==> src/rtl/bch1572_seq_decoder.sv <==
// Serial BCH(15,7) t=2 decoder: Horner syndromes, Peterson solve, Chien search.
// One codeword in flight; results are held until the consumer accepts them.
module bch1572_seq_decoder #(
    parameter int unsigned DATA_WIDTH   = 7,
    parameter int unsigned CODE_WIDTH   = 15,
    parameter int unsigned PARITY_WIDTH = 8
) (
    input  logic                  clk,
    input  logic                  rst,
    input  logic [CODE_WIDTH-1:0] codeword_in,
    input  logic                  in_valid,
    output logic                  in_ready,
    output logic [DATA_WIDTH-1:0] data_out,
    output logic                  error_detected,
    output logic                  error_corrected,
    output logic                  uncorrectable,
    output logic [3:0]            error_count,
    output logic                  out_valid,
    input  logic                  out_ready
);

    if (DATA_WIDTH != 7) begin : g_bad_data_width
        $error("DATA_WIDTH must be 7");
    end
    if (CODE_WIDTH != 15) begin : g_bad_code_width
        $error("CODE_WIDTH must be 15");
    end
    if (PARITY_WIDTH != 8) begin : g_bad_parity_width
        $error("PARITY_WIDTH must be 8");
    end

    localparam logic [3:0] LastIdx = 4'd14;

    typedef enum logic [2:0] {StIdle, StSynd, StSolve, StChien, StDone} state_t;

    function automatic logic [3:0] gf_mul(input logic [3:0] a, input logic [3:0] b);
        logic [3:0] p;
        logic [3:0] aa;
        p  = 4'h0;
        aa = a;
        for (int k = 0; k < 4; k++) begin
            if (b[k]) p = p ^ aa;
            aa = {aa[2:0], 1'b0} ^ (aa[3] ? 4'h3 : 4'h0);
        end
        return p;
    endfunction

    function automatic logic [3:0] gf_inv(input logic [3:0] a);
        case (a)
            4'h1: return 4'h1;  4'h2: return 4'h9;  4'h3: return 4'hE;  4'h4: return 4'hD;
            4'h5: return 4'hB;  4'h6: return 4'h7;  4'h7: return 4'h6;  4'h8: return 4'hF;
            4'h9: return 4'h2;  4'hA: return 4'hC;  4'hB: return 4'h5;  4'hC: return 4'hA;
            4'hD: return 4'h4;  4'hE: return 4'h3;  4'hF: return 4'h8;
            default: return 4'h0;
        endcase
    endfunction

    state_t                r_state, w_state_next;
    logic [CODE_WIDTH-1:0] r_word;
    logic [DATA_WIDTH-1:0] r_orig_data;
    logic [3:0]            r_idx, r_s1, r_s3, r_t1, r_t2, r_cnt;
    logic [1:0]            r_nerr;
    logic                  r_fail;
    logic [DATA_WIDTH-1:0] r_data;
    logic                  r_detected, r_corrected, r_uncorr;
    logic [3:0]            r_count;

    logic [3:0]            w_s1_sq, w_s1_cube, w_sig1, w_sig2, w_cnt_next;
    logic [1:0]            w_nerr;
    logic                  w_fail, w_hit, w_fix_en, w_ok;
    logic [CODE_WIDTH-1:0] w_flip_mask, w_word_fixed;

    // Peterson solution for t=2 from the finished syndromes.
    always_comb begin
        w_s1_sq   = gf_mul(r_s1, r_s1);
        w_s1_cube = gf_mul(w_s1_sq, r_s1);
        w_sig1    = 4'h0;
        w_sig2    = 4'h0;
        w_nerr    = 2'd0;
        w_fail    = 1'b0;
        if (r_s1 == 4'h0) begin
            w_fail = (r_s3 != 4'h0);
        end else if (r_s3 == w_s1_cube) begin
            w_nerr = 2'd1;
            w_sig1 = r_s1;
        end else begin
            w_nerr = 2'd2;
            w_sig1 = r_s1;
            w_sig2 = gf_mul(r_s3, gf_inv(r_s1)) ^ w_s1_sq;
        end
    end

    // Chien step for position r_idx; the last step's flip is folded into the result.
    assign w_hit        = ((4'h1 ^ r_t1 ^ r_t2) == 4'h0);
    assign w_fix_en     = !r_fail && (r_nerr != 2'd0);
    assign w_flip_mask  = (w_hit && w_fix_en) ? (CODE_WIDTH'(1) << r_idx) : '0;
    assign w_word_fixed = r_word ^ w_flip_mask;
    assign w_cnt_next   = r_cnt + {3'b000, w_hit};
    assign w_ok         = !r_fail && (w_cnt_next == {2'b00, r_nerr});

    always_ff @(posedge clk) begin
        if (rst) r_state <= StIdle;
        else     r_state <= w_state_next;
    end

    always_comb begin
        w_state_next = r_state;
        in_ready     = 1'b0;
        out_valid    = 1'b0;
        unique case (r_state)
            StIdle: begin
                in_ready = 1'b1;
                if (in_valid) w_state_next = StSynd;
            end
            StSynd:  if (r_idx == 4'd0) w_state_next = StSolve;
            StSolve: w_state_next = StChien;
            StChien: if (r_idx == LastIdx) w_state_next = StDone;
            StDone: begin
                out_valid = 1'b1;
                if (out_ready) w_state_next = StIdle;
            end
            default: w_state_next = StIdle;
        endcase
    end

    always_ff @(posedge clk) begin
        if (rst) begin
            r_word      <= '0;
            r_orig_data <= '0;
            r_idx       <= 4'd0;
            r_s1        <= 4'h0;
            r_s3        <= 4'h0;
            r_t1        <= 4'h0;
            r_t2        <= 4'h0;
            r_cnt       <= 4'd0;
            r_nerr      <= 2'd0;
            r_fail      <= 1'b0;
            r_data      <= '0;
            r_detected  <= 1'b0;
            r_corrected <= 1'b0;
            r_uncorr    <= 1'b0;
            r_count     <= 4'd0;
        end else begin
            case (r_state)
                StIdle: if (in_valid) begin
                    r_word      <= codeword_in;
                    r_orig_data <= codeword_in[CODE_WIDTH-1 -: DATA_WIDTH];
                    r_s1        <= 4'h0;
                    r_s3        <= 4'h0;
                    r_idx       <= LastIdx;
                end
                StSynd: begin
                    r_s1  <= gf_mul(r_s1, 4'h2) ^ {3'b000, r_word[r_idx]};
                    r_s3  <= gf_mul(r_s3, 4'h8) ^ {3'b000, r_word[r_idx]};
                    r_idx <= r_idx - 4'd1;
                end
                StSolve: begin
                    r_t1   <= w_sig1;
                    r_t2   <= w_sig2;
                    r_nerr <= w_nerr;
                    r_fail <= w_fail;
                    r_idx  <= 4'd0;
                    r_cnt  <= 4'd0;
                end
                StChien: begin
                    r_word <= w_word_fixed;
                    r_cnt  <= w_cnt_next;
                    r_t1   <= gf_mul(r_t1, 4'h9);
                    r_t2   <= gf_mul(r_t2, 4'hD);
                    r_idx  <= r_idx + 4'd1;
                    if (r_idx == LastIdx) begin
                        r_detected  <= (r_s1 | r_s3) != 4'h0;
                        r_uncorr    <= !w_ok;
                        r_corrected <= w_ok && (r_nerr != 2'd0);
                        r_count     <= w_ok ? {2'b00, r_nerr} : 4'd0;
                        r_data      <= w_ok ? w_word_fixed[CODE_WIDTH-1 -: DATA_WIDTH]
                                            : r_orig_data;
                    end
                end
                default: ;
            endcase
        end
    end

    assign data_out        = r_data;
    assign error_detected  = r_detected;
    assign error_corrected = r_corrected;
    assign uncorrectable   = r_uncorr;
    assign error_count     = r_count;

endmodule
==> config.mk <==
export PLATFORM = sky130hd
export DESIGN_NAME = bch1572_seq_decoder
export DESIGN_NICKNAME = d
export VERILOG_FILES = /design/src/rtl/bch1572_seq_decoder.sv
export SDC_FILE = /design/constraint.sdc
export NUM_CORES = 1
export LEC_CHECK = 0
export ABC_AREA = 1
export ABC_CLOCK_PERIOD_IN_PS = 7900
export BUFFER_PORTS_ARGS = -buffer_cell sky130_fd_sc_hd__buf_2
export CAP_MARGIN = 15
export CORE_ASPECT_RATIO = 0.6
export CORE_MARGIN = 4
export CORE_UTILIZATION = 59
export CTS_CLUSTER_SIZE = 10
export DETAILED_ROUTE_END_ITERATION = 6
export HOLD_SLACK_MARGIN = 0.15
export PLACE_DENSITY = 0.86
export SLEW_MARGIN = 10
export SYNTH_ARGS = -nofsm -noshare
export SYNTH_HDL_FRONTEND = slang
export SYNTH_SLANG_ARGS = --single-unit
==> constraint.sdc <==
create_clock -name clk -period 7.9 [get_ports clk]
set_clock_uncertainty 0.2 [all_clocks]
set_input_delay 0.395 -clock clk [delete_from_list [all_inputs] [get_ports clk]]
set_output_delay 0.395 -clock clk [all_outputs]
set_load 0.01 [all_outputs]
---- Yosys cells after proc, flatten, opt, wreduce, memory -nomap -nowiden ----
Memories as Yosys holds them, arrays and structs flattened. A register that Yosys moved wholly into a read port is not among the register bits.
Cells that the tools add are included.
cells by class
  magnitude comparators ................... 1
  add/subtract/negate cells ............... 3
  mux-type cells .......................... 77
  equality and inequality tests ........... 11
  bitwise gates (word level) .............. 34
  shift operators ......................... 1
  reduce and logical (&&, ||, !) cells .... 23
operator list
  operator                                                              count
  4-bit two-way mux                                                     39
  4-bit by 2-bit XOR with 4-bit output                                  15
  4-bit XOR                                                             14
  4-bit case mux with 2 select lines                                    5
  2-bit two-way mux                                                     18
  15-bit two-way mux                                                    2
  15-bit case mux with 2 select lines                                   1
  4-bit case mux with 4 select lines                                    1
  3-bit case mux with 5 select lines                                    1
  1-bit by 4-bit left shift with 15-bit output, first input constant    1
  15-bit XOR                                                            1
  4-bit zero test                                                       3
  3-bit two-way mux                                                     4
  4-bit nonzero test                                                    3
  2-bit AND reduction                                                   5
  2-bit != test, second input constant                                  4
  2-bit nonzero test                                                    4
  4-bit by 1-bit XOR with 4-bit output                                  2
  7-bit two-way mux                                                     1
  3-bit by 2-bit == test with 1-bit output, second input constant       2
  4-bit by 5-bit < comparator with 1-bit output, second input constant  1
  4-bit by 1-bit adder with 4-bit output                                1
  4-bit by 1-bit adder with 4-bit output, second input constant         1
  1-bit binary-select mux with 4-bit select                             1
  13 further kinds                                                      20
storage, ports and cells
  output and inout bits ................... 16
  memory bits (read-only) ................. 64
  input port bits ......................... 19
  register bits ........................... 66
  memories ................................ 1
  word-level logic and storage cells ...... 167
memories
  memory           depth  bits a word  rd ports  clocked after Yosys merged registers in  wr ports  RTL line  RTL
  (no name shown)  16     4            1         1                                        0         49        case (a)

---- Longest topological paths before layout ----
Gate-level depths: netlist (run 1).
  word-level depth ........................ 38
  gate-level depth with buffers ........... 20
  mapped depth without buffers ............ 19

---- Least setup slack after synthesis (run 1) ----
OpenSTA, ideal clock, no wires.
  kind .................................... reg2reg
  start ................................... reg r_t2[1]
  end ..................................... reg r_corrected (netlist: error_corrected)
  path buffers ............................ 0
  arrival time ............................ 2.195 ns
  stages on the path, launching flop included .. 11
  data required time ...................... 7.626 ns
  path slack .............................. 5.431 ns
  setup time .............................. 0.074 ns
  period minus slack after synthesis ...... 2.469 ns
  path through ............................ dfxtp_1 > xor2_1 > a211oi_2 > ha_1 > ha_1 > xor2_1 > a2111oi_0 > nand2_1 > nor2_1 > nand2_1 > a31oi_1
on the way
  word-level cells in the longest chain between the ends .. 6
RTL lines
  element                                   RTL line  RTL
  start, declared                           61        logic [3:0] r_idx, r_s1, r_s3, r_t1, r_t2, r_cnt;
  start signal, assigned                    159       r_t2 <= w_sig2;
  start signal, assigned                    169       r_t2 <= gf_mul(r_t2, 4'hD);
  4-bit XOR                                 94        assign w_hit = ((4'h1 ^ r_t1 ^ r_t2) == 4'h0);
  4-bit zero test                           94
  4-bit by 1-bit adder with 4-bit output    98        assign w_cnt_next = r_cnt + {3'b000, w_hit};
  4-bit by 2-bit == test with 1-bit output  99        assign w_ok = !r_fail && (w_cnt_next == {2'b00, r_nerr});
  1-bit logical AND                         99
  1-bit logical AND                         174       r_corrected <= w_ok && (r_nerr != 2'd0);
  end signal, assigned                      174
  end, declared                             65        logic r_detected, r_corrected, r_uncorr;
No other way between the ends.
A chain may end at the register's enable or synchronous reset.

---- Final worst setup path (run 1) ----
  start ................................... reg r_state[0]
  end ..................................... reg r_idx[3]
on the way
  word-level cells in the longest chain between the ends .. 3
  elaborated cells between the ends (all ways) .. 8
  those cells by class .................... 4 x eq/ne; 1 x mux; 3 x reduce/logical
RTL lines
  element                                                               RTL line  RTL
  start, declared                                                       58        state_t r_state, w_state_next;
  start signal, assigned                                                102       if (rst) r_state <= StIdle;
  start signal, assigned                                                103       else r_state <= w_state_next;
  3-bit by 2-bit == test with 1-bit output (tied with other cells)      144       case (r_state)
  4-bit nonzero test (no line) / 2-bit != test (equally long branches)  n/a
  2-bit AND reduction (no line)                                         n/a
  end signal, assigned                                                  150       r_idx <= LastIdx;
  end signal, assigned                                                  155       r_idx <= r_idx - 4'd1;
  end signal, assigned                                                  170       r_idx <= r_idx + 4'd1;
  end, declared                                                         61
Several ways; a longest one is shown, not always the timed one.

==> reports/qor.txt, run 1 <==
status: complete, no violations
Worst-Margin Slew: 894 ps
maxcap violations: 0
setup slack, reg-to-reg: 4670 ps
FF-to-FF Start: r_state[0]
Tmin final: 3230 ps
Seq/Total Area, Yosys: 30.0%
simple-gate area share of the yosys netlist: 33.0%
leakage: 2.20 nW
antenna cells: 0
Seq cells post-synth: 68
TritonCTS Buffers: 9
Design Area, Final: 5070 um2
io pins: 35
die height: 75.9 um
CTS tree: yes
gr usage total: 28.2%
DRT iter0 DRCs: 579
final period utilization: 40.9%
drt wl/cell: 15.5 um
H-tree levels: 3
CTS resizes: 0
first-pass GRT wire length: 21.1 mm
Synth area leader: dfxtp_1
CP startpoint kind: flop
# nets final: 747
Netlist cell types: 40
DRT antenna net count: 0
input/output buffers: 32
Pwr Density: 280 nW/um2
Synth Area in Compound Gates: 16.1%
Yosys top cell area share: 30.0%
endpoints failing setup: 0
CP Cell Sequence: inv_1, nor2_1, inv_2, nor2_4, inv_1, ha_1, nand2_1, nor2_1, a211oi_1, a21oi_1, o21ai_0, a221oi_1
Syn Inst Count: 691
post-DP HPWL: 9.17 mm
vias in the first global route: 4406
routability cong.: 0.937
cell area after synthesis: 4540 um2
average vias per placed instance: 5.91
Die ar.: 9200 um2
YS warnings: 0
most frequent cell after synthesis: nand2_1
ys flop type: dfxtp_1
initial antenna violation count: 0
clk sinks: 68
Post-synth ARST share: 0%
GRT overflow: 0
Reg clk slew, reported paths: 60 ps
VDD IR max: 157 uV
Min-Delay Path Class: in2reg
via count: 4860
Crit path largest cell delay: 530 ps
Detailed Routing Iterations Pass 1: 5
WL final: 12.7 mm
post-synthesis mux area share: 0%
FP Rows: 24
Max-slew headroom: 40.4%
Hold Fails Final Rpt: 0
Skew-Pair Late Insertion Delay: 340 ps
clk root buf: clkbuf_16
largest family of logic cells by synthesized area: simple AND/OR/NAND/NOR gates
DP Area: 4710 um2
starting density of the core: 61.6%
FF-to-FF path depth: 12
Setup Fix Bufs, Post-CTS: 0
post-synthesis adder-cell area fraction: 4.03%
synthesis-to-layout area growth: 11.7%
crit path kind: reg2reg
Synth Area per Inst: 6.56 um2
Commonest cells post-synth: 205 x nand2_1, 68 x dfxtp_1, 62 x inv_1
crit path DAT: 3270 ps
Std-Cell Core Area: 7360 um2
RSZ-0062 raised after global routing: no
setup TNS: 0 ps
RR Endpoint: r_idx[3]
Post-synth EDFFs: 0
CP max stage cell: nor2_4
largest net degree at the start of global routing: 46
Required @ worst endpoint: 7940 ps
layout cells sized above 1: 13.2%
XOR/XNOR share of the synthesized area: 7.92%
Peak Freq: 0.309 GHz
DIE WIDTH: 121 um
Hold EP: r_orig_data[2]
DRC Markers: 0
dominant cells by area after synthesis: dfxtp_1 30%, nand2_1 17%, a21oi_1 6.3%
CTS max path bufs: 2
Hold Startpoint: codeword_in[10]
endpoint type of the worst setup path: flop
WHS Path Cells: 3
Slew Viols, Final: 0
CP Max Fanout: 28
kinds of logic after synthesis:
family / after synthesis
simple gates: 339
xor+xnor: 41
buf+inv: 97
other cells: 1
fa+ha+maj: 14
compound gates: 131
flops: 68
critical path: cells and delay by family, from the launching register on:
kind	cells	cell delay (ps)
compound gates	4	550
fa+ha+maj	1	490
buf+inv	3	700
flops	1	360
simple gates	4	810
flip-flops by register name, indices dropped and copies added (netlist names), 2 cells and up, named ones only:
name / cells
r_word: 15
data_out: 7
r_orig_data: 7
r_cnt: 4
r_idx: 4
r_s1: 4
r_s3: 4
r_t1: 4
r_t2: 4
r_state: 3
error_count: 2
r_nerr: 2
layer usage:
layer / routed length [um] / global-route usage, % / vias up / part of all wire, %
met3: 1700 / 10.0 / 27 / 13
met2: 5210 / 38.8 / 311 / 41
met5: 0 / 0 / - / 0
li1: - / - / 2288 / -
met1: 5630 / 41.2 / 2234 / 44
met4: 204 / 7.94 / 0 / 1.6
cells in the final DEF, fill, tap and decap left out, types with 13 or more instances in the layout:
| cell | instances |
|---|---|
| a21oi_1 | 57 |
| buf_2 | 32 |
| dfxtp_1 | 68 |
| ha_1 | 13 |
| inv_1 | 62 |
| nand2_1 | 205 |
| nand3_1 | 38 |
| nor2_1 | 52 |
| o21ai_0 | 37 |
| xnor2_1 | 20 |
| xor2_1 | 21 |
power by group:
part	leakage, nW	internal [mW]	switching (mW)	total, mW
Sequential	0.553	0.395	0.0711	0.466
Clock	0.162	0.310	0.162	0.472
Combinational	1.48	0.138	0.342	0.481
Total	2.20	0.843	0.575	1.42
repair_timing:
action                                  CTS  global route
hold buffers                              1             0
endpoints found under the hold margin     1             0
endpoints found under the setup margin    0             0
through the flow:
step	instances	setup WS [ps]	power (mW)	utilization (%)	hold slack, ps
3_5_place_dp	806	4740	0.925	64.0	258
6_report	823	4670	1.42	68.9	151
2_1_floorplan	692	5430	0.803	-	241
5_1_grt	823	4400	1.49	68.9	173
3_3_place_gp	806	4910	0.907	64.0	248
4_1_cts	823	4740	1.40	68.9	150
final cells by class:
type / instances / area [um2]
sequential: 68 / 1360
timing repair buffer: 33 / 170
inverter: 75 / 284
fill: 577 / 2290
tap: 104 / 130
clock inverter: 7 / 123
clock buffer: 9 / 225
multi-input combinational: 527 / 2770
worst max path at each step:
stage                from         endpoint  cells past startpoint
2_1_floorplan     r_t2[1]  error_corrected                     10
3_3_place_gp   r_state[0]         r_idx[3]                     11
3_5_place_dp   r_state[0]         r_idx[3]                     11
4_1_cts        r_state[0]         r_idx[3]                     12
5_1_grt        r_state[0]         r_idx[3]                     11
6_report       r_state[0]         r_idx[3]                     12
Power figures use the tool's default switching activity.
==> run 2: changes to the inputs <==
Settings changed: ABC_AREA 1 to 0, ABC_CLOCK_PERIOD_IN_PS 7900 to 2700, CORE_UTILIZATION 59 to 55, PLACE_DENSITY 0.86 to 0.84.
Clock period 7.9 ns to 2.7 ns, I/O delays scaled along.
==> run 2 against run 1 <==
The run now ends with setup timing left. Critical path depth fell by 2. Core utilization is 7.2 points higher. Synthesized cell count shrank 7.4%. Synthesized area up 6.6%. First-iteration DRC count is 64% higher.
==> reports/qor.txt, run 2 <==
status: finished with violations
violated checks: setup timing
final worst slack: -528 ps (-5200 ps)
post-synthesis mux area share: 3.83% (+3.8 points)
Top reg by flops: r_word
Slew Viols, Final: 0 (unchanged)
Std-Cell Core Area: 8520 um2 (+16%)
DRT antenna net count: 0 (unchanged)
XOR/XNOR share of the synthesized area: 11.0% (+3.1 points)
DRC Markers: 0 (unchanged)
Final Util: 76.1% (+7.2 points)
Hold Startpoint: data_out[3]
FF-to-FF Start: r_s1[3]
Post-synth EDFFs: 0 (unchanged)
FF-to-FF path depth: 10 (-2)
starting density of the core: 56.8% (-4.9 points)
CP Cell Sequence: ha_4, nand2_2, buf_4, o311ai_2, mux2i_1, or3_1, and4_4, or4b_4, or2_4, a31o_1
max reg flops: 15 (unchanged)
io pins: 35 (unchanged)
drt wl/cell: 21.2 um (+37%)
dominant cells by area after synthesis: dfxtp_1 28%, nand2_1 5.8%, xnor2_1 5.8%
input/output buffers: 32 (unchanged)
# nets final: 772 (+3.3%)
most frequent cell after synthesis: nand2_1
register area: 1380 um2 (+1.0%)
Detailed Routing Iterations Pass 1: 7 (+2)
wire length on met3: 2.33 mm (+37%)
Reg clk slew, reported paths: 60 ps (about the same)
layout cells sized above 1: 29.8% (+17 points)
Synth Area in Compound Gates: 21.7% (+5.6 points)
largest net degree at the start of global routing: 46 (unchanged)
GRT overflow: 0 (unchanged)
clk sinks: 68 (unchanged)
CP Max Fanout: 6 (-79%)
endpoints failing setup: 12 (+12)
Post-synth ARST share: 0% (unchanged)
Required @ worst endpoint: 2740 ps (-5200 ps)
first-pass GRT wire length: 26.3 mm (+25%)
antenna cells: 0 (unchanged)
Worst-Margin Slew: 582 ps (-311 ps)
Hold Fails Final Rpt: 0 (unchanged)
ys flop type: dfxtp_1
WHS Path Cells: 2 (-1)
YS warnings: 0 (unchanged)
Seq/Total Area, Yosys: 28.1% (-1.9 points)
Crit. Startpoint: r_s1[3]
Skew-Pair Late Insertion Delay: 340 ps (about the same)
Pwr Density: 581 nW/um2 (+110%)
CP startpoint kind: flop
CP max stage cell: or4b_4
Synth area leader: dfxtp_1
cell area after synthesis: 4840 um2 (+6.6%)
Synth Area per Inst: 7.56 um2 (+15%)
endpoint type of the worst setup path: flop
initial antenna violation count: 0 (unchanged)
commonest cells after routing, fill and taps aside: 82 x buf_4, 74 x nand2_1, 61 x nor2_1, 59 x dfxtp_1, 46 x a21oi_1
final period utilization: 120% (+79 points)
DRT iter0 DRCs: 952 (+64%)
simple-gate area share of the yosys netlist: 25.2% (-7.8 points)
number of fill cells: 546 (-5.4%)
Min-Delay Path Class: reg2reg
wire length on met2: 7.83 mm (+50%)
Die ar.: 10400 um2 (+13%)
clk root buf: clkbuf_16
Crit path largest cell delay: 510 ps (-20 ps)
crit path DAT: 3260 ps (about the same)
commonest non-fill, non-tap cell in the layout: buf_4
die height: 80.6 um (+6.2%)
DIE WIDTH: 129 um (+6.5%)
post-DP HPWL: 10.6 mm (+15%)
vias in the first global route: 5277 (+20%)
largest family of logic cells by synthesized area: simple AND/OR/NAND/NOR gates
area of the multi-input gates: 3470 um2 (+25%)
Commonest cells post-synth: 75 x nand2_1, 68 x dfxtp_1, 66 x nor2_1
H-tree levels: 3 (unchanged)
leakage: 2.58 nW (+17%)
WL final: 18.1 mm (+42%)
CTS tree: yes
Seq cells post-synth: 68 (unchanged)
Max-slew headroom: 60.6% (+20 points)
RSZ-0062 raised after global routing: yes
maxcap violations: 0 (unchanged)
average vias per placed instance: 6.78 (+15%)
TritonCTS Buffers: 9 (unchanged)
Netlist cell types: 63 (+57%)
synthesis-to-layout area growth: 34.0%
Syn Inst Count: 640 (-7.4%)
Met1 Routed Length: 6.64 mm (+18%)
Pwr Total: 3.77 mW (+170%)
Peak Freq: 0.310 GHz (+0.14%)
Yosys top cell area share: 28.1% (-1.9 points)
CTS max path bufs: 2 (unchanged)
FP Rows: 26 (+8.3%)
routability cong.: 0.941 (+0.45%)
post-synthesis adder-cell area fraction: 3.78% (-0.25 points)
Tmin final: 3230 ps (-4.50 ps)
crit path kind: reg2reg
gr usage total: 32.1% (+3.9 points)
top sig layer: met4
VDD IR max: 479 uV (+210%)
via count: 5804 (+19%)
-- run 2: kinds of logic (layout without fill, tap and decap cells) --
kind of cell               after synthesis  after routing
buffers and inverters                   68            171
muxes                                   13             13
and+or+nand+nor                        255            255
xor gates and xnor gates                53             53
AOI/OAI and AO/OA                      168            168
DFF                                     68             68
adders and majority gates               14             14
other                                    1              2
-- run 2: worst paths after layout --
check                end  slack [ps]
max              r_t2[2]        -530
min          data_out[3]         250
max reg2reg      r_t2[2]        -530
min reg2reg  data_out[3]         250
-- run 2: layer usage --
layer	vias to the layer above	global-route usage, %
met1	2665	41.5
met2	506	50.7
met3	165	7.91
met4	0	14.7
li1	2468	-
met5	-	0
-- run 2: area by class of cell --
class	count	share of cell area, %
clock inverters	6	2.07
repair buffers	141	16.6
inverters	14	0.811
clock buffers	10	3.69
flip-flops and latches	68	21.2
well taps	112	2.16
multi-input cells	505	53.5
-- run 2: worst max-delay path, delay by kind of cell (launching register included) --
family	cells	cell delay [ps]
mux	1	180
compound gates	2	450
flops	1	340
buf+inv	1	150
fa+ha+maj	1	310
simple gates	5	1490
-- run 2: through the flow --
step / area (um2) / worst slack (ps) / instances / TNS (ps) / hold WS (ps)
2_1_floorplan: 4930 / -587 / 641 / -3160 / 71.0
3_3_place_gp: 5550 / -530 / 813 / -3540 / 188
3_5_place_dp: 5550 / -599 / 813 / -4440 / 203
4_1_cts: 6260 / -453 / 853 / -2790 / 252
5_1_grt: 6480 / -615 / 856 / -5370 / 266
6_report: 6480 / -528 / 856 / -3660 / 249
-- run 2: report_power, final --
part           switching [mW]  total, mW  internal [mW]
Clock                   0.467       1.49           1.02
Sequential             0.0980       1.18           1.08
Combinational           0.632       1.10          0.471
-- run 2: repair_timing --
action                                  CTS  global route
pin swaps                                20            16
gates resized for setup                  30            43
cloned                                    0             1
hold buffers                             19             0
endpoints found under the setup margin   19            30
endpoints found under the hold margin    27             0
buffers inserted                          5             2
==> run 3: changes to the inputs <==
Settings changed: RECOVER_POWER set to 50.
==> run 3 against run 2 <==
The run ends with DRC, setup timing left. Critical path depth unchanged. Setup slack worse by 4.0 ps. Flip-flop and latch count did not move. Via count is 1.1% lower. Critical path type unchanged. Critical endpoint unchanged. Highest routed layer unchanged.
==> reports/qor.txt, run 3 (synthesis gave the netlist of run 2 again) <==
status: finished with violations
violated checks: DRC, setup timing
final period utilization: 120% (+0.15 points)
Crit path largest cell delay: 510 ps (about the same)
Tmin final: 3230 ps (+3.96 ps)
RSZ-0062 raised after global routing: yes
DRC Markers: 16 (+16)
io pins: 35 (unchanged)
initial antenna violation count: 0 (unchanged)
final worst slack: -532 ps (-3.96 ps)
clk root buf: clkbuf_16
via count: 5738 (-1.1%)
FP Rows: 26 (unchanged)
CP max stage cell: or4b_4
Final Util: 75.8% (-0.29 points)
starting density of the core: 56.8% (unchanged)
average vias per placed instance: 6.70 (-1.1%)
FF-to-FF Start: r_s1[3]
input/output buffers: 32 (unchanged)
endpoints failing setup: 17 (+5)
Hold Fails Final Rpt: 0 (unchanged)
synthesis-to-layout area growth: 33.5%
crit path kind: reg2reg
H-tree levels: 3 (unchanged)
# nets final: 772 (unchanged)
largest net degree at the start of global routing: 46 (unchanged)
CP Max Fanout: 6 (unchanged)
gr usage total: 32.1% (unchanged)
Die ar.: 10400 um2 (unchanged)
WL final: 18.2 mm (about the same)
first-pass GRT wire length: 26.3 mm (unchanged)
commonest non-fill, non-tap cell in the layout: buf_4
DRT antenna net count: 0 (unchanged)
VDD IR max: 483 uV (+0.89%)
Reg clk slew, reported paths: 60 ps (about the same)
Slew Viols, Final: 0 (unchanged)
Detailed Routing Iterations Pass 1: 7 (unchanged)
antenna cells: 0 (unchanged)
CP Cell Sequence: ha_4, nand2_2, buf_4, o311ai_2, mux2i_1, or3_1, and4_4, or4b_4, or2_4, a31o_1
leakage: 2.52 nW (-2.4%)
DIE WIDTH: 129 um (unchanged)
RR Endpoint: r_t2[2]
drt wl/cell: 21.2 um (about the same)
CTS tree: yes
hold slack: 253 ps (+3.71 ps)
Required @ worst endpoint: 2740 ps (about the same)
CTS max path bufs: 2 (unchanged)
setup slack, reg-to-reg: -530 ps (about the same)
DP Area: 5550 um2 (unchanged)
vias in the first global route: 5277 (unchanged)
Finished Layout Cells: 856 (unchanged)
Worst-Margin Slew: 1360 ps (+774 ps)
Skew-Pair Late Insertion Delay: 340 ps (about the same)
GRT overflow: 0 (unchanged)
endpoint type of the worst setup path: flop
max reg flops: 15 (unchanged)
Hold EP: data_out[3]
Max-slew headroom: 9.57% (-51 points)
Peak Freq: 0.309 GHz (-0.12%)
Hold Startpoint: data_out[3]
dpl cells: 813 (unchanged)
clk sinks: 68 (unchanged)
Top reg by flops: r_word
crit path DAT: 3270 ps (about the same)
post-DP HPWL: 10.6 mm (unchanged)
die height: 80.6 um (unchanged)
commonest cells after routing, fill and taps aside: 81 x buf_4, 74 x nand2_1, 62 x nor2_1, 61 x dfxtp_1, 46 x a21oi_1
Design Area, Final: 6460 um2 (-0.39%)
DRT iter0 DRCs: 970 (+1.9%)
Std-Cell Core Area: 8520 um2 (unchanged)
CP startpoint kind: flop
FF-to-FF path depth: 10 (unchanged)
layout cells sized above 1: 27.6% (-2.3 points)
TritonCTS Buffers: 9 (unchanged)
Min-Delay Path Class: reg2reg
number of fill cells: 559 (+2.4%)
Pwr Density: 584 nW/um2 (+0.43%)
routability cong.: 0.941 (unchanged)
maxcap violations: 0 (unchanged)
WHS Path Cells: 2 (unchanged)
## run 3: metal layers
metal | wire, um | up-vias | GRT usage [%]
li1 | - | 2457 | -
met1 | 6810 | 2645 | 41.5
met2 | 7810 | 481 | 50.7
met3 | 2180 | 155 | 7.91
met4 | 1370 | 0 | 14.7
met5 | 0 | - | 0
## run 3: worst max path at each step
| stage | from | endpoint | slack, ps | cells past startpoint |
|---|---|---|---|---|
| after floorplan | r_s1[3] | r_t2[2] | -590 | 13 |
| after global placement | r_s1[0] | r_t2[2] | -530 | 10 |
| after detailed placement | r_s1[0] | r_t2[2] | -600 | 10 |
| after CTS | r_s1[3] | r_t2[2] | -450 | 10 |
| after global routing | r_s1[3] | r_t2[1] | -620 | 10 |
| final | r_s1[3] | r_t2[2] | -530 | 10 |
## run 3: timing repair
item                                    4_1_cts  5_1_grt
cloned                                        0        1
hold endpoints to repair                     27        0
setup buffers                                 5        2
hold buffers                                 19        0
endpoints found under the setup margin       19       30
pin swaps                                    20       16
resized for setup                            30       43
## run 3: area by class of cell
type	instances	area, um2	area share, %
Clock buffer	10	239	3.70
Clock inverter	6	134	2.07
Inverter	14	52.6	0.814
Multi-Input combinational cell	505	3470	53.7
Sequential cell	68	1370	21.3
Tap cell	112	140	2.17
Timing Repair Buffer	141	1050	16.3
## run 3: power breakdown
| group | internal, mW | switching, mW |
|---|---|---|
| clock | 1.02 | 0.474 |
| sequential | 1.08 | 0.0982 |
| combinational | 0.467 | 0.630 |
## run 3: worst max-delay path, delay by kind of cell (launching register included)
family                   cells  cell delay [ps]
AND/OR/NAND/NOR              5             1490
AO/OA/AOI/OAI                2              450
flip-flops                   1              340
adder cells (fa/ha/maj)      1              310
multiplexers                 1              180
buffers and inverters        1              150
## run 3: per-stage QoR
stage                     TNS (ps)  worst slack, ps  power (mW)
final                        -4450             -532        3.77
after global routing         -6480             -615        3.86
after CTS                    -2790             -453        3.61
after detailed placement     -4440             -599        2.07
after global placement       -3540             -530        2.02
after floorplan              -3160             -587        1.76
